### config.mk
export PLATFORM = sky130hd
export DESIGN_NAME = instr_prefetch_queue
export DESIGN_NICKNAME = d
export VERILOG_FILES = /design/src/rtl/instr_prefetch_queue.sv
export SDC_FILE = /design/constraint.sdc
export NUM_CORES = 1
export LEC_CHECK = 0
export CAP_MARGIN = 5
export CELL_PAD_IN_SITES_DETAIL_PLACEMENT = 2
export CELL_PAD_IN_SITES_GLOBAL_PLACEMENT = 2
export CORE_MARGIN = 2
export CORE_UTILIZATION = 36
export DETAILED_ROUTE_END_ITERATION = 10
export GPL_ROUTABILITY_DRIVEN = 1
export GPL_TIMING_DRIVEN = 1
export PLACE_DENSITY = 0.7
export SETUP_SLACK_MARGIN = 0.2
export SYNTH_ARGS = -nofsm -noshare
export SYNTH_HDL_FRONTEND = slang
export SYNTH_SLANG_ARGS = --single-unit
### constraint.sdc
create_clock -name clk -period 2.3 [get_ports clk]
set_clock_uncertainty 0.2 [all_clocks]
set_input_delay 0.46 -clock clk [delete_from_list [all_inputs] [get_ports clk]]
set_output_delay 0.46 -clock clk [all_outputs]
set_load 0.1 [all_outputs]
### src/rtl/instr_prefetch_queue.sv
// Instruction fetch front end: PC generation, 1-cycle imem reads, small FIFO and branch redirect.
// Define IFQ_BYPASS_EN to forward a response straight to the outputs when the queue is empty.
module instr_prefetch_queue #(
    parameter int unsigned DEPTH  = 4,
    parameter int unsigned ADDR_W = 6
) (
    input  logic                     clk,
    input  logic                     reset,
    output logic                     imem_req,
    output logic [ADDR_W-1:0]        imem_addr,
    input  logic [7:0]               imem_rdata,
    output logic                     instr_valid,
    input  logic                     instr_ready,
    output logic [7:0]               instr_out,
    output logic [ADDR_W-1:0]        instr_pc,
    output logic [$clog2(DEPTH):0]   instr_count
);

    localparam int unsigned PTR_W = $clog2(DEPTH);
    localparam int unsigned CNT_W = PTR_W + 1;
    localparam logic [CNT_W:0] DEPTH_EXT = DEPTH[CNT_W:0];

    logic [ADDR_W-1:0] fetch_pc_q, fetch_pc_d;
    logic [PTR_W-1:0]  rd_ptr_q, rd_ptr_d;
    logic [PTR_W-1:0]  wr_ptr_q, wr_ptr_d;
    logic [CNT_W-1:0]  count_q, count_d;
    logic              inflight_q, inflight_d;
    logic [ADDR_W-1:0] inflight_pc_q, inflight_pc_d;
    logic              kill_q, kill_d;

    logic [7:0]        fifo_instr_q [DEPTH];
    logic [ADDR_W-1:0] fifo_pc_q    [DEPTH];

    logic [CNT_W:0]    occupancy;
    logic              have_head;
    logic              resp;
    logic              bypass_hit;
    logic              accept;
    logic              branch;
    logic              push;
    logic              pop;

    assign have_head = (count_q != '0);
    // A killed response belongs to a request issued on the wrong path.
    assign resp      = inflight_q && !kill_q;

`ifdef IFQ_BYPASS_EN
    assign bypass_hit = !have_head && resp;
`else
    assign bypass_hit = 1'b0;
`endif

    assign occupancy = {1'b0, count_q} + {{CNT_W{1'b0}}, inflight_q};
    assign imem_req  = !reset && (occupancy < DEPTH_EXT);
    assign imem_addr = fetch_pc_q;

    always_comb begin
        instr_valid = !reset && (have_head || bypass_hit);
        instr_out   = 8'h00;
        instr_pc    = '0;
        if (instr_valid) begin
            if (have_head) begin
                instr_out = fifo_instr_q[rd_ptr_q];
                instr_pc  = fifo_pc_q[rd_ptr_q];
            end else begin
                instr_out = imem_rdata;
                instr_pc  = inflight_pc_q;
            end
        end
    end

    assign instr_count = reset ? '0 : count_q;

    assign accept = instr_valid && instr_ready;
    assign branch = accept && instr_out[7];
    assign pop    = accept && have_head;
    // A bypassed instruction that is consumed immediately never enters the queue.
    assign push   = resp && !branch && !(accept && bypass_hit);

    always_comb begin
        fetch_pc_d    = fetch_pc_q;
        rd_ptr_d      = rd_ptr_q;
        wr_ptr_d      = wr_ptr_q;
        count_d       = count_q;
        inflight_d    = imem_req;
        inflight_pc_d = fetch_pc_q;
        kill_d        = 1'b0;

        if (branch) begin
            fetch_pc_d = ADDR_W'(instr_out[5:0]);
            rd_ptr_d   = '0;
            wr_ptr_d   = '0;
            count_d    = '0;
            kill_d     = 1'b1;
        end else begin
            if (imem_req) begin
                fetch_pc_d = fetch_pc_q + ADDR_W'(1);
            end
            if (push) begin
                wr_ptr_d = wr_ptr_q + PTR_W'(1);
            end
            if (pop) begin
                rd_ptr_d = rd_ptr_q + PTR_W'(1);
            end
            unique case ({push, pop})
                2'b10:   count_d = count_q + CNT_W'(1);
                2'b01:   count_d = count_q - CNT_W'(1);
                default: count_d = count_q;
            endcase
        end
    end

    always_ff @(posedge clk) begin
        if (reset) begin
            fetch_pc_q    <= '0;
            rd_ptr_q      <= '0;
            wr_ptr_q      <= '0;
            count_q       <= '0;
            inflight_q    <= 1'b0;
            inflight_pc_q <= '0;
            kill_q        <= 1'b0;
        end else begin
            fetch_pc_q    <= fetch_pc_d;
            rd_ptr_q      <= rd_ptr_d;
            wr_ptr_q      <= wr_ptr_d;
            count_q       <= count_d;
            inflight_q    <= inflight_d;
            inflight_pc_q <= inflight_pc_d;
            kill_q        <= kill_d;
        end
    end

    // Storage carries no reset; validity is tracked by count and the pointers.
    always_ff @(posedge clk) begin
        if (push && !reset) begin
            fifo_instr_q[wr_ptr_q] <= imem_rdata;
            fifo_pc_q[wr_ptr_q]    <= inflight_pc_q;
        end
    end

    assert property (@(posedge clk) disable iff (reset) count_q <= DEPTH_EXT[CNT_W-1:0]);

endmodule

---- Yosys cells after proc, flatten, opt, wreduce, memory -nomap -nowiden ----
Memories as Yosys holds them, arrays and structs flattened. A register that Yosys moved wholly into a read port is not among the register bits.
Index checks and enable logic that the tools add are counted.
word-level totals
  bits in registers ....................... 21
  RAM bits ................................ 56
  output and inout bits ................... 25
  memories ................................ 2
memories
  memory        words  width  rd ports  clocked after memory_dff  write ports  RTL line  text
  fifo_instr_q  4      8      1         1                         1            31        logic [7:0] fifo_instr_q [DEPTH];
  fifo_pc_q     4      6      1         1                         1            32        logic [ADDR_W-1:0] fifo_pc_q [DEPTH];
cells by class
  add/sub/neg operators ................... 6
  magnitude comparators ................... 1
  equality and inequality tests ........... 2
  muxes and demuxes ....................... 15
  reductions and logical operators ........ 15
operators by type and width
  kind                                                                    count
  6-bit 2-to-1 mux                                                        4
  8-bit 2-to-1 mux                                                        2
  1-bit logical AND                                                       8
  2-bit 2-to-1 mux                                                        4
  6-bit by 1-bit adder with 6-bit output (second input constant)          1
  3-bit one-hot mux with 2 select lines                                   1
  2-bit by 1-bit adder with 2-bit output (second input constant)          2
  3-bit by 1-bit adder with 4-bit output                                  1
  4-bit by 3-bit < comparator with 1-bit output (second input constant)   1
  2-bit nonzero test                                                      2
  3-bit by 1-bit adder with 3-bit output (second input constant)          1
  1-bit zero test                                                         3
  1-bit 2-to-1 mux                                                        3
  3-bit 2-to-1 mux                                                        1
  3-bit nonzero test                                                      1
  3-bit by 1-bit subtractor with 3-bit output (second input constant)     1
  2-bit by 1-bit equality test with 1-bit output (second input constant)  1
  2-bit equality test (second input constant)                             1
  2-bit OR reduction                                                      1

---- Depth between registers and ports, before layout ----
  word-level depth ........................ 9
  gate-level depth with buffers ........... 12
  depth with buffers taken out ............ 10

---- Least setup slack after synthesis ----
No wires, ideal clock.
  kind .................................... input-to-output
  from .................................... input port reset
  to ...................................... output port instr_count[2]
  data arrival time ....................... 2.024 ns
  data required time ...................... 1.640 ns
  path slack .............................. -0.384 ns
  stages on the path ...................... 2
  cell sequence ........................... clkbuf_1 nor2b_1
on the way
  longest elaborated chain between the ends .. 1
RTL lines
  element           RTL line  text
  start, declared   8         input logic reset,
  3-bit 2-to-1 mux  72        assign instr_count = reset ? '0 : count_q;
  end, declared     16        output logic [$clog2(DEPTH):0] instr_count
Every way passes these cells.

==> metrics.yaml <==
ys_ff_latch: 79
clock-sinks: 79
hold_class: "reg -> reg"
fin_crit_sh_pct: 109
dpl_cell_area_um2: 4120
cts_hold_buf: 0
r2r_setup_slack_ns: -0.20
slew_viol_final: 0
syn_avg_cell_area_um2: 16.2
syn-instance-count: 197
crit_type: "reg -> reg"
holdPathEnd: "fifo_pc_q[3][3]$_DFFE_PP_"
min_path_cells: 0
dp_hpwl_mm: 4.88
drt_drc_violations_left: 0
stdcell_count: 401
grt_pass1_wl_mm: 14.0
routed_wl_mm: 9.77
post_drt_wl_per_cell_um: 24.4
layout-drive-gt1-share_pct: 53.2
hold_viol_final: 0
post-place-cells: 352
cts_root_buffer: "clkbuf_8"
setup_viol: 72
cp-start-kind: "flip-flop"
rsz0062_at_grt: "yes"
cp-startpoint: "fifo_instr_q[1][7]$_DFFE_PP_"
via_count: 2054
synth_edf_count: 56
port_buffers: 35
fin_nets: 306
crit_required_ns: 2.39
first_iter_violations: 108
drv_cap: 0
ys_seq_area_share_pct: 67.0
slew_headroom_pct: 76.2
cts-buffers-inserted: 9
synth_area_leaders: "edfxtp_1, dfxtp_1, mux4_2"
grt_overflow: 0
fin_crit_ns: 2.50
grt.total_usage_pct: 20.1
avgViaCountPerCell: 5.12
ant_nets: 0
ff2ff_path_depth: 10
area_delta_synth_final_pct: 52.4
cts_buffer_depth: 2
ir_worst_vdd_mv: 0.635
final_area_um2: 4870
yosysMostFrequentCell: "edfxtp_1"
fmax_ghz: 0.400
regToRegStartpoint: "fifo_instr_q[1][7]$_DFFE_PP_"
p_leak_nw: 1.75
dr.pass1.iters: 4
synth_nets: 215
synthArstFlopShare_pct: 0
coreArea_um2: 8680
die_h_um: 98.2
initial_core_util_pct: 36.8
antenna_cells: 0
die_w_um: 98.2
synth_top_flop_cell: "edfxtp_1"
rows: 34
worst_pin_slew_ns: 0.356
synth_common_cells: "edfxtp_1, dfxtp_1, and3_1"
wl_met2_mm: 5.30
ios: 36
cts_tree: "done"
syn_area_um2: 3200
status: "finished, violations left"
htree_levels: 3
powerDensity_nw_per_um2: 1100
cp-end-kind: "flip-flop"
synth_top_area_cell: "edfxtp_1"
critPathArrivalTime_ns: 2.59
grt_max_degree: 21
r2r-end: "count_q[1]$_SDFFE_PP0P_"
top_layer: "met4"
clk_pin_slew_ns: 0.09
wl_met3_um: 324
violations: "negative setup slack"
synth_top_area_share_pct: 52.6
antenna_found_initial: 0
place.gp.congestion: 0.691
min-delay-start: "inflight_pc_q[3]$_SDFF_PP0_"
dieArea_um2: 9650
grt_pass1_vias: 2259
worst_slack_ns: -0.201
met1_length_mm: 4.06
timing.setup.tns_ns: -4.15
yosysWarnings: 0
ys_types: 34
path_max_fanout: 2
clk_latency_ns: 0.35
p_total_w: 0.00536
place_ws_ns: -0.344
[worst max path at each step]
stage	endpoint	slack (ns)	depth (start not counted)
after global routing	count_q[2]$_SDFFE_PP0P_	-0.30	11
after floorplan	count_q[2]$_SDFFE_PP0P_	-0.11	12
after global placement	count_q[2]$_SDFFE_PP0P_	-0.23	9
after CTS	instr_out[7]	-0.15	4
after detailed placement	count_q[2]$_SDFFE_PP0P_	-0.34	9
final	count_q[1]$_SDFFE_PP0P_	-0.20	10
[cells by family (layout without fill, tap and decap cells)]
family | after synthesis | in the layout | synth area share, %
compound gates | 14 | 14 | 4.27
simple gates | 54 | 54 | 9.83
flops | 79 | 79 | 67.0
fa+ha+maj | 7 | 7 | 2.98
xor+xnor | 11 | 11 | 3.01
buf+inv | 17 | 113 | 2.70
mux | 15 | 15 | 10.2
[what timing repair did]
| item | in CTS | in global routing |
|---|---|---|
| pin swaps | 19 | 13 |
| cloned | 4 | 1 |
| buffers inserted | 15 | 13 |
| endpoints found under the setup margin | 77 | 86 |
| gates resized for setup | 37 | 14 |
[layer usage]
| metal | vias to the layer above | global-route usage, % |
|---|---|---|
| met5 | - | 0 |
| met4 | 0 | 5.69 |
| met3 | 7 | 3.29 |
| met2 | 47 | 36.2 |
| met1 | 1070 | 24.9 |
| li1 | 930 | - |
[cell type report]
cell class                 instances  area (um2)
clock buffer                      10         128
fill                             746        3810
inverter                           7        26.3
multi-input combinational        101        1140
sequential                        79        2150
clock inverter                     6        68.8
tap                              108         135
timing repair buffer              90        1220
[through the flow]
stage	hold WS (ns)	utilization, %
6_report	0.285	56.1
5_1_grt	0.304	56.1
4_1_cts	0.285	53.7
3_5_place_dp	0.268	47.5
3_3_place_gp	0.253	47.5
2_1_floorplan	0.238	-
[flip-flops by register name (all words and copies together), names as in the netlist, named ones only]
name and cells:
fifo_instr_q 32, rd_ptr_q 2, kill_q 1, imem_addr 6, wr_ptr_q 2, inflight_pc_q 6, fifo_pc_q 24, inflight_q 1
count_q 3
[critical path, cell delays in order (launching register included)]
cell      delay [ns]
edfxtp_1        0.44
mux4_2          0.53
buf_6           0.15
nand4_4         0.09
nand2_4         0.06
ha_4            0.17
inv_2           0.04
fa_2            0.44
nor2_4          0.14
a21oi_2         0.06
nor2_2          0.13
[placed cells by master, fill, tap and decap left out, types with 4 or more instances in the layout]
| master | instances |
|---|---|
| and3_4 | 19 |
| clkdlybuf4s50_1 | 9 |
| inv_1 | 4 |
| edfxtp_1 | 56 |
| dfxtp_1 | 22 |
| ha_1 | 5 |
| buf_16 | 4 |
| buf_12 | 31 |
| xnor2_1 | 4 |
| clkbuf_8 | 9 |
| buf_6 | 8 |
| xor2_1 | 7 |
| nor2b_1 | 7 |
| nor2_1 | 10 |
| buf_4 | 35 |
| mux4_2 | 14 |
[power breakdown]
group          internal, W  switching, W
clock             0.000508      0.000549
combinational      0.00107       0.00144
sequential         0.00168      0.000113
Power figures use the tool's default switching activity.
